### config.mk
export PLATFORM = sky130hd
export DESIGN_NAME = edge_zbt_pixel_packer
export DESIGN_NICKNAME = d
export VERILOG_FILES = /design/src/rtl/edge_zbt_pixel_packer.sv
export SDC_FILE = /design/constraint.sdc
export NUM_CORES = 1
export LEC_CHECK = 0
export CAP_MARGIN = 5
export CORE_ASPECT_RATIO = 1.75
export CORE_MARGIN = 4
export CORE_UTILIZATION = 60
export CTS_BUF_LIST = sky130_fd_sc_hd__clkbuf_16
export CTS_CLUSTER_SIZE = 40
export DETAILED_ROUTE_END_ITERATION = 7
export PLACE_DENSITY_LB_ADDON = 0.12
export SYNTH_ARGS = -nofsm -noshare
export SYNTH_HDL_FRONTEND = slang
export SYNTH_SLANG_ARGS = --single-unit
### constraint.sdc
create_clock -name clock -period 4.9 [get_ports clock]
set_input_delay 0.98 -clock clock [delete_from_list [all_inputs] [get_ports clock]]
set_output_delay 0.98 -clock clock [all_outputs]
set_load 0.01 [all_outputs]
### src/rtl/edge_zbt_pixel_packer.sv
// Packs pairs of 18-bit reduced pixels (even/odd column) into 36-bit ZBT words
// and queues them in a small FIFO for the ZBT write arbiter (valid/ready).
module edge_zbt_pixel_packer #(
    parameter int unsigned FIFO_DEPTH = 4,
    parameter int unsigned ADDR_W     = 19
) (
    input  logic              clock,
    input  logic              reset,
    input  logic              frame_start,
    input  logic              pix_valid,
    input  logic [23:0]       pix_rgb,
    input  logic [10:0]       pix_hcount,
    input  logic [9:0]        pix_vcount,
    input  logic              wr_ready,
    output logic              wr_valid,
    output logic [ADDR_W-1:0] wr_addr,
    output logic [35:0]       wr_data,
    output logic              overflow,
    output logic              misaligned
);

    localparam int unsigned PW = $clog2(FIFO_DEPTH);
    localparam int unsigned EW = ADDR_W + 36;

    typedef enum logic {
        WAIT_LO,
        WAIT_HI
    } state_t;

    state_t              state_q, state_d, cur_state;
    logic [17:0]         lo_q, lo_d;
    logic [ADDR_W-1:0]   la_q, la_d;
    logic                mis_q, mis_set;
    logic                ovf_q;

    logic [17:0]         p18;
    logic [ADDR_W-1:0]   waddr;
    logic                unused_vcount_msb;

    logic                push, push_ok, pop, full;
    logic [ADDR_W-1:0]   push_addr;
    logic [35:0]         push_data;

    logic [EW-1:0]       mem [FIFO_DEPTH];
    logic [PW-1:0]       wr_ptr_q, rd_ptr_q;
    logic [PW:0]         count_q, count_d, remaining;
    logic [EW-1:0]       head_q, head_d;

    assign p18               = {pix_rgb[23:18], pix_rgb[15:10], pix_rgb[7:2]};
    assign waddr             = {pix_vcount[8:0], pix_hcount[10:1]};
    assign unused_vcount_msb = pix_vcount[9];

    // frame_start is applied before the pixel of the same cycle is processed
    assign cur_state = frame_start ? WAIT_LO : state_q;

    always_comb begin
        state_d   = state_q;
        lo_d      = lo_q;
        la_d      = la_q;
        mis_set   = 1'b0;
        push      = 1'b0;
        push_addr = '0;
        push_data = '0;
        if (frame_start) begin
            state_d = WAIT_LO;
            lo_d    = '0;
        end
        if (pix_valid) begin
            case (cur_state)
                WAIT_LO: begin
                    if (!pix_hcount[0]) begin
                        lo_d    = p18;
                        la_d    = waddr;
                        state_d = WAIT_HI;
                    end else begin
                        push      = 1'b1;
                        push_addr = waddr;
                        push_data = {p18, 18'b0};
                        state_d   = WAIT_LO;
                    end
                end
                WAIT_HI: begin
                    push      = 1'b1;
                    push_addr = la_q;
                    if (!pix_hcount[0]) begin
                        push_data = {18'b0, lo_q};
                        lo_d      = p18;
                        la_d      = waddr;
                        state_d   = WAIT_HI;
                    end else if (waddr == la_q) begin
                        push_data = {p18, lo_q};
                        state_d   = WAIT_LO;
                    end else begin
                        push_data = {18'b0, lo_q};
                        mis_set   = 1'b1;
                        state_d   = WAIT_LO;
                    end
                end
                default: state_d = WAIT_LO;
            endcase
        end
    end

    assign wr_valid = (count_q != '0);
    assign full     = (count_q == (PW+1)'(FIFO_DEPTH));
    assign pop      = wr_valid & wr_ready;
    assign push_ok  = push & (~full | pop);

    assign count_d   = count_q + {{PW{1'b0}}, push_ok} - {{PW{1'b0}}, pop};
    assign remaining = count_q - {{PW{1'b0}}, pop};

    // The head register tracks the entry at the post-update read pointer, falling
    // back to the incoming word when the FIFO would otherwise be empty.
    always_comb begin
        head_d = head_q;
        if (remaining != '0)
            head_d = mem[rd_ptr_q + PW'(pop)];
        else if (push_ok)
            head_d = {push_addr, push_data};
    end

    always_ff @(posedge clock) begin
        if (push_ok)
            mem[wr_ptr_q] <= {push_addr, push_data};
    end

    always_ff @(posedge clock or negedge reset) begin
        if (!reset) begin
            state_q  <= WAIT_LO;
            lo_q     <= '0;
            la_q     <= '0;
            mis_q    <= 1'b0;
            ovf_q    <= 1'b0;
            wr_ptr_q <= '0;
            rd_ptr_q <= '0;
            count_q  <= '0;
            head_q   <= '0;
        end else begin
            state_q  <= state_d;
            lo_q     <= lo_d;
            la_q     <= la_d;
            if (mis_set)
                mis_q <= 1'b1;
            if (push && !push_ok)
                ovf_q <= 1'b1;
            if (push_ok)
                wr_ptr_q <= wr_ptr_q + 1'b1;
            if (pop)
                rd_ptr_q <= rd_ptr_q + 1'b1;
            count_q  <= count_d;
            head_q   <= head_d;
        end
    end

    assign wr_addr    = head_q[EW-1:36];
    assign wr_data    = head_q[35:0];
    assign overflow   = ovf_q;
    assign misaligned = mis_q;

endmodule
## Word level (Yosys, flattened, before mapping)

Memory sizes are Yosys's and may differ from the RTL's.
Index checks and enable logic that the tools add are counted.

- Register bits: 102
- Latch bits: 0
- RAM bits: 220
- Bits in read-only memories: 0
- Input bits: 50
- Output and inout bits: 58
- Word-level logic and storage cells: 56
- Memories: 1

Memories:

| memory | depth | bits a word | read ports | clocked after memory_dff | write ports | RTL line | RTL |
|---|---|---|---|---|---|---|---|
| mem | 4 | 55 | 1 | 0 | 1 | 44 | `logic [EW-1:0] mem [FIFO_DEPTH];` |

- $add $sub $neg: 6
- $mul: 0
- Div/mod/pow operators: 0
- $lt $le $gt $ge: 0
- Equal/unequal tests: 2
- Shift-type cells: 0
- Multiplexer cells: 26
- Bitwise logic cells: 6
- Reduce and logical (&&, ||, !) cells: 6

Operator list:

| cell | count |
|---|---|
| 36-bit 2-to-1 mux | 4 |
| 55-bit 2-to-1 mux | 2 |
| 36-bit case mux with 2 select lines | 1 |
| 19-bit 2-to-1 mux | 3 |
| 18-bit 2-to-1 mux | 3 |
| 19-bit case mux with 2 select lines | 1 |
| 19-bit equality test | 1 |
| 1-bit 2-to-1 mux | 11 |
| 3-bit nonzero test | 2 |
| 3-bit by 1-bit subtractor with 3-bit output | 2 |
| 2-bit by 1-bit adder with 2-bit output (second input constant) | 2 |
| 3-bit by 1-bit adder with 3-bit output | 1 |
| 3-bit equality test (second input constant) | 1 |
| 1-bit inverter | 3 |
| 2-bit by 1-bit adder with 2-bit output | 1 |
| 1-bit bitwise AND | 2 |
| 1-bit case mux with 2 select lines | 1 |
| 2-bit AND reduction | 1 |
| 2-bit nonzero test | 1 |
| 1-bit logical AND | 1 |
| 1-bit logical NOT | 1 |
| 1-bit OR | 1 |

## Logic depth before layout (Yosys ltp)

- Depth in word-level cells: 7
- Depth in mapped cells: 10
- Gate-level depth less buffers: 8

## Least setup slack after synthesis

Ideal clock, no wire load.

- Kind: input to register
- Start point: input frame_start
- End point: memory mem[0][0] (netlist name) (enable)
- Library setup time: 0.419 ns
- Arrival: 2.965 ns
- Required time: 4.481 ns
- Setup slack: 1.517 ns
- Stages: 5
- Path buffers: 1
- Cell sequence: and3b_1 o21bai_2 inv_2 buf_2 and2_1

- Word-level cells in the longest chain between the ends: 7

Ends and longest elaborated chain:

| element | RTL line | RTL |
|---|---|---|
| start: declaration | 9 | `input logic frame_start,` |
| 1-bit 2-to-1 mux (*) | -- |  |
| 1-bit inverter | -- |  |
| 1-bit case mux with 2 select lines (*) | 69 | `case (cur_state)` |
| 1-bit 2-to-1 mux (*) | 68 | `if (pix_valid) begin` |
| 1-bit bitwise AND (*) | 107 | `assign push_ok = push & (~full \| pop);` |
| named net push_ok | 40 | `logic push, push_ok, pop, full;` |
| 1-bit 2-to-1 mux (*) | 123 | `if (push_ok)` |
| 1-bit 2-to-1 mux (not written as such) (*) | 124 | `mem[wr_ptr_q] <= {push_addr, push_data};` |
| end: declaration | 44 |  |

The timed path passes the listed nets; every way through them passes the cells marked *.

## Final worst setup path

- Start point: input pix_hcount[0]
- End point: memory mem[0][0] (netlist name) (enable)

- Word-level cells in the longest chain between the ends: 6

Ends and longest elaborated chain:

| element | RTL line | RTL |
|---|---|---|
| start: declaration | 12 | `input logic [10:0] pix_hcount,` |
| 1-bit 2-to-1 mux | 71 | `if (!pix_hcount[0]) begin` |
| 1-bit case mux with 2 select lines | 69 |  |
| 1-bit 2-to-1 mux | 68 |  |
| 1-bit bitwise AND | 107 |  |
| 1-bit 2-to-1 mux | 123 |  |
| 1-bit 2-to-1 mux (not written as such) | 124 |  |

No other way between the ends.

==> qor.txt <==
=================================================================================
Number of instances in the synthesized netlist                                814
Clock latency of the later-clocked register in the worst-skew pair        0.53 ns
Final weighted congestion of routability-driven global placement           0.8804
H-tree level count                                                              1
Placeable core region                                                  21680 um^2
Max Cap Violations                                                              0
Seq/Total Area, Yosys                                                      68.66%
Distinct cell type count of the synthesized netlist                            40
Die Y                                                                    205.2 um
Primary FF master, synth                                                 edfxtp_1
Slew at the pin closest to its max-slew limit                            1.028 ns
Headroom to the max-slew limit                                             31.31%
Post-Route Utilization                                                     71.63%
Req. time, crit path                                                      5.06 ns
Fin Setup TNS                                                                0 ns
DP Area                                                                14570 um^2
Count of final max-slew check failures                                          0
Clk buf depth                                                                   3
Antenna Nets Post-Route                                                         0
Drt wl/cell                                                              23.56 um
Net count of the finished layout                                              971
Wire length of the first global-routing pass                             45120 um
HPWL Detailed                                                            17300 um
Floorplan row count                                                            71
Average size of a mapped cell                                          16.39 um^2
Grt met3 use                                                               2.695%
Sum of routed wire length over all layers                                28880 um
Fillers                                                                      1460
Starting density of the core                                               61.54%
Number of warnings issued by yosys                                              0
Worst Setup Path Type                                                   in -> reg
Data arrival time of the worst path                                       3.57 ns
DRC violations left                                                             0
Post-synth EDFFs                                                              220
Post-synth design cell area                                            13340 um^2
Min Clock Period, post-route                                             3.412 ns
Clk root buf                                                            clkbuf_16
Area enclosed by the die boundary                                      24780 um^2
Dominant cells by area after synthesis                               edfxtp_1 50%, dfrtp_1 19%, mux4_2 5.4%
CTS Hold Bufs                                                                   0
Met1 Use GR                                                                28.64%
Type of the most critical hold path                                   in -> async
Number of antenna violations at the first check in global routing               0
Final Cycle Share                                                          69.63%
Post-detailed-route via-to-cell ratio                                       6.045
Number of register bits inferred by synthesis                                 322
Summed area of non-filler cells in the final layout                    15530 um^2
Met2 track utilization from global routing                                 44.23%
Leakage dissipation                                                      5.834 nW
Synthesized netlist net count                                                 873
Total setup buffers inserted after CTS                                          0
Cell taking the most area after synthesis                                edfxtp_1
Quantity of I/O buffers inserted on ports                                     100
TritonCTS clock tree                                                          yes
Final hold violations                                                           0
Overall power consumption                                                9.200 mW
Area taken by multi-input logic gates                                   3870 um^2
FMAX                                                                   0.2931 GHz
DR vias                                                                      7411
First drt pass iteration count                                                  5
Register area                                                           9159 um^2
Status                                                               finished, final reports clean
Share of Yosys cell area claimed by the top area cell type                 49.53%
Diode insertion count for antenna repair                                        0
Post-synth ARST share                                                      31.68%
Violation count after the first detailed-route iteration                      552
Congestion Overflow GR                                                          0
Layout cell share with drive strength beyond 1                             13.49%
Vias in the first global route                                               8003
CP endpoint kind                                                        flip-flop
RSZ-0062 raised after global routing                                        false
Kind of start point of the critical path                                input pin
Number of gates given a new drive strength after cts                            0
Clock transition at path regs                                             0.06 ns
Pin count of the biggest net entering global routing                           56
Cell area power density                                              592.6 nW/um^2
Total number of clock tree sinks                                              322
Setup-failing EPs final                                                         0
Clock tree skew after final layout                                     0.01209 ns
Busiest grt layer                                                            met2
Number of clock buffers inserted by TritonCTS                                  28
Top fanout value on the critical path                                          55
Overall routing resource usage                                             23.76%
Maximum ir drop on the vdd rail                                       0.0002874 V
P&R area growth vs syn                                                     16.40%
Ports                                                                         108
Die X-Extent                                                             120.7 um
=================================================================================
Yosys cell counts (2+ instances only):
library cell / n
mux2i_1: 37
mux4_2: 32
buf_8: 2
clkbuf_1: 13
mux2_2: 19
a21oi_2: 2
nor3_1: 2
nand3_1: 20
and2b_1: 12
dfrtp_1: 102
o21ai_0: 62
ha_1: 8
buf_6: 7
clkbuf_2: 3
xor2_1: 2
a22o_1: 19
and2_1: 24
o21ai_1: 13
xnor2_1: 23
buf_4: 11
buf_2: 14
edfxtp_1: 220
a21oi_1: 18
nand4_1: 4
mux4_1: 23
and3_1: 19
nand2_1: 78
inv_1: 7
nor2b_1: 7
report_power, final:
part	internal, mW	leakage (nW)	switching (mW)	total [mW]
clock network	1.32	0.483	0.954	2.27
registers	3.51	3.28	0.283	3.79
logic	1.56	2.07	1.58	3.14
total	6.38	5.83	2.82	9.20
cell families (layout without fill, tap and decap cells):
kind of cell               after synthesis  after routing  share of synthesized area [%]
DFF                                    322            322                          68.66
adders and majority gates                9              9                         0.9005
muxes                                  111            111                          14.31
buffers and inverters                   58            178                          2.664
and+or+nand+nor                        171            171                          6.528
xor gates and xnor gates                26             26                          1.848
AOI/OAI and AO/OA                      117            117                          5.084
area by class of cell:
cell class / instances / share of cell area [%]
clock buffers: 30 / 4.835
clock inverters: 22 / 1.322
inverters: 8 / 0.1934
multi-input cells: 434 / 24.93
flip-flops and latches: 322 / 58.99
well taps: 292 / 2.353
repair buffers: 118 / 7.382
placed cells by master, fill, tap and decap left out, types with 20 or more instances in the layout:
cell type / count
clkbuf_16: 30
and2_1: 20
xnor2_1: 23
mux2i_1: 37
mux4_1: 23
mux4_2: 32
edfxtp_1: 220
clkdlybuf4s50_1: 99
dfrtp_1: 102
nand2_1: 78
o21ai_0: 62
per-layer routing:
metal | up-vias | wire, um
li1 | 3274 | -
met1 | 3835 | 10580
met2 | 251 | 16150
met3 | 51 | 1312
met4 | 0 | 842
met5 | - | 0
worst paths after layout:
kind | start | to | slack (ns) | cells past startpoint
hold reg to reg | overflow | overflow | 0.50 | 1
min in group clock | overflow | overflow | 0.50 | 1
hold / removal | reset | head_q[0] | 0.45 | 1
setup / recovery | pix_hcount[0] | mem[0][0] | 1.49 | 7
max in group asynchronous | reset | head_q[39] | 3.53 | 2
setup reg to reg | count_q[2] | head_q[31] | 1.69 | 7
critical path, cell delays in order:
cell and delay [ns]:
clkdlybuf4s50_1 0.56, and2_1 0.24, o21bai_4 0.10, inv_2 0.18
buf_4 0.54, and2_2 0.24, buf_4 0.71
registers in the layout, summed over array words and instances, names as in the netlist:
| signal | count |
|---|---|
| count_q | 3 |
| head_q | 55 |
| la_q | 19 |
| lo_q | 18 |
| mem | 220 |
| misaligned | 1 |
| overflow | 1 |
| rd_ptr_q | 2 |
| state_q | 1 |
| wr_ptr_q | 2 |
per-stage QoR:
step,hold WS (ns),instances,worst slack (ns)
5_1_grt,0.4871,1226,1.373
2_1_floorplan,0.4664,814,1.517
4_1_cts,0.4636,1226,1.492
3_3_place_gp,0.4530,1174,0.9673
3_5_place_dp,0.4769,1174,0.9499
6_report,0.4504,1226,1.488
No activity file was read; power rests on OpenSTA's default activity.
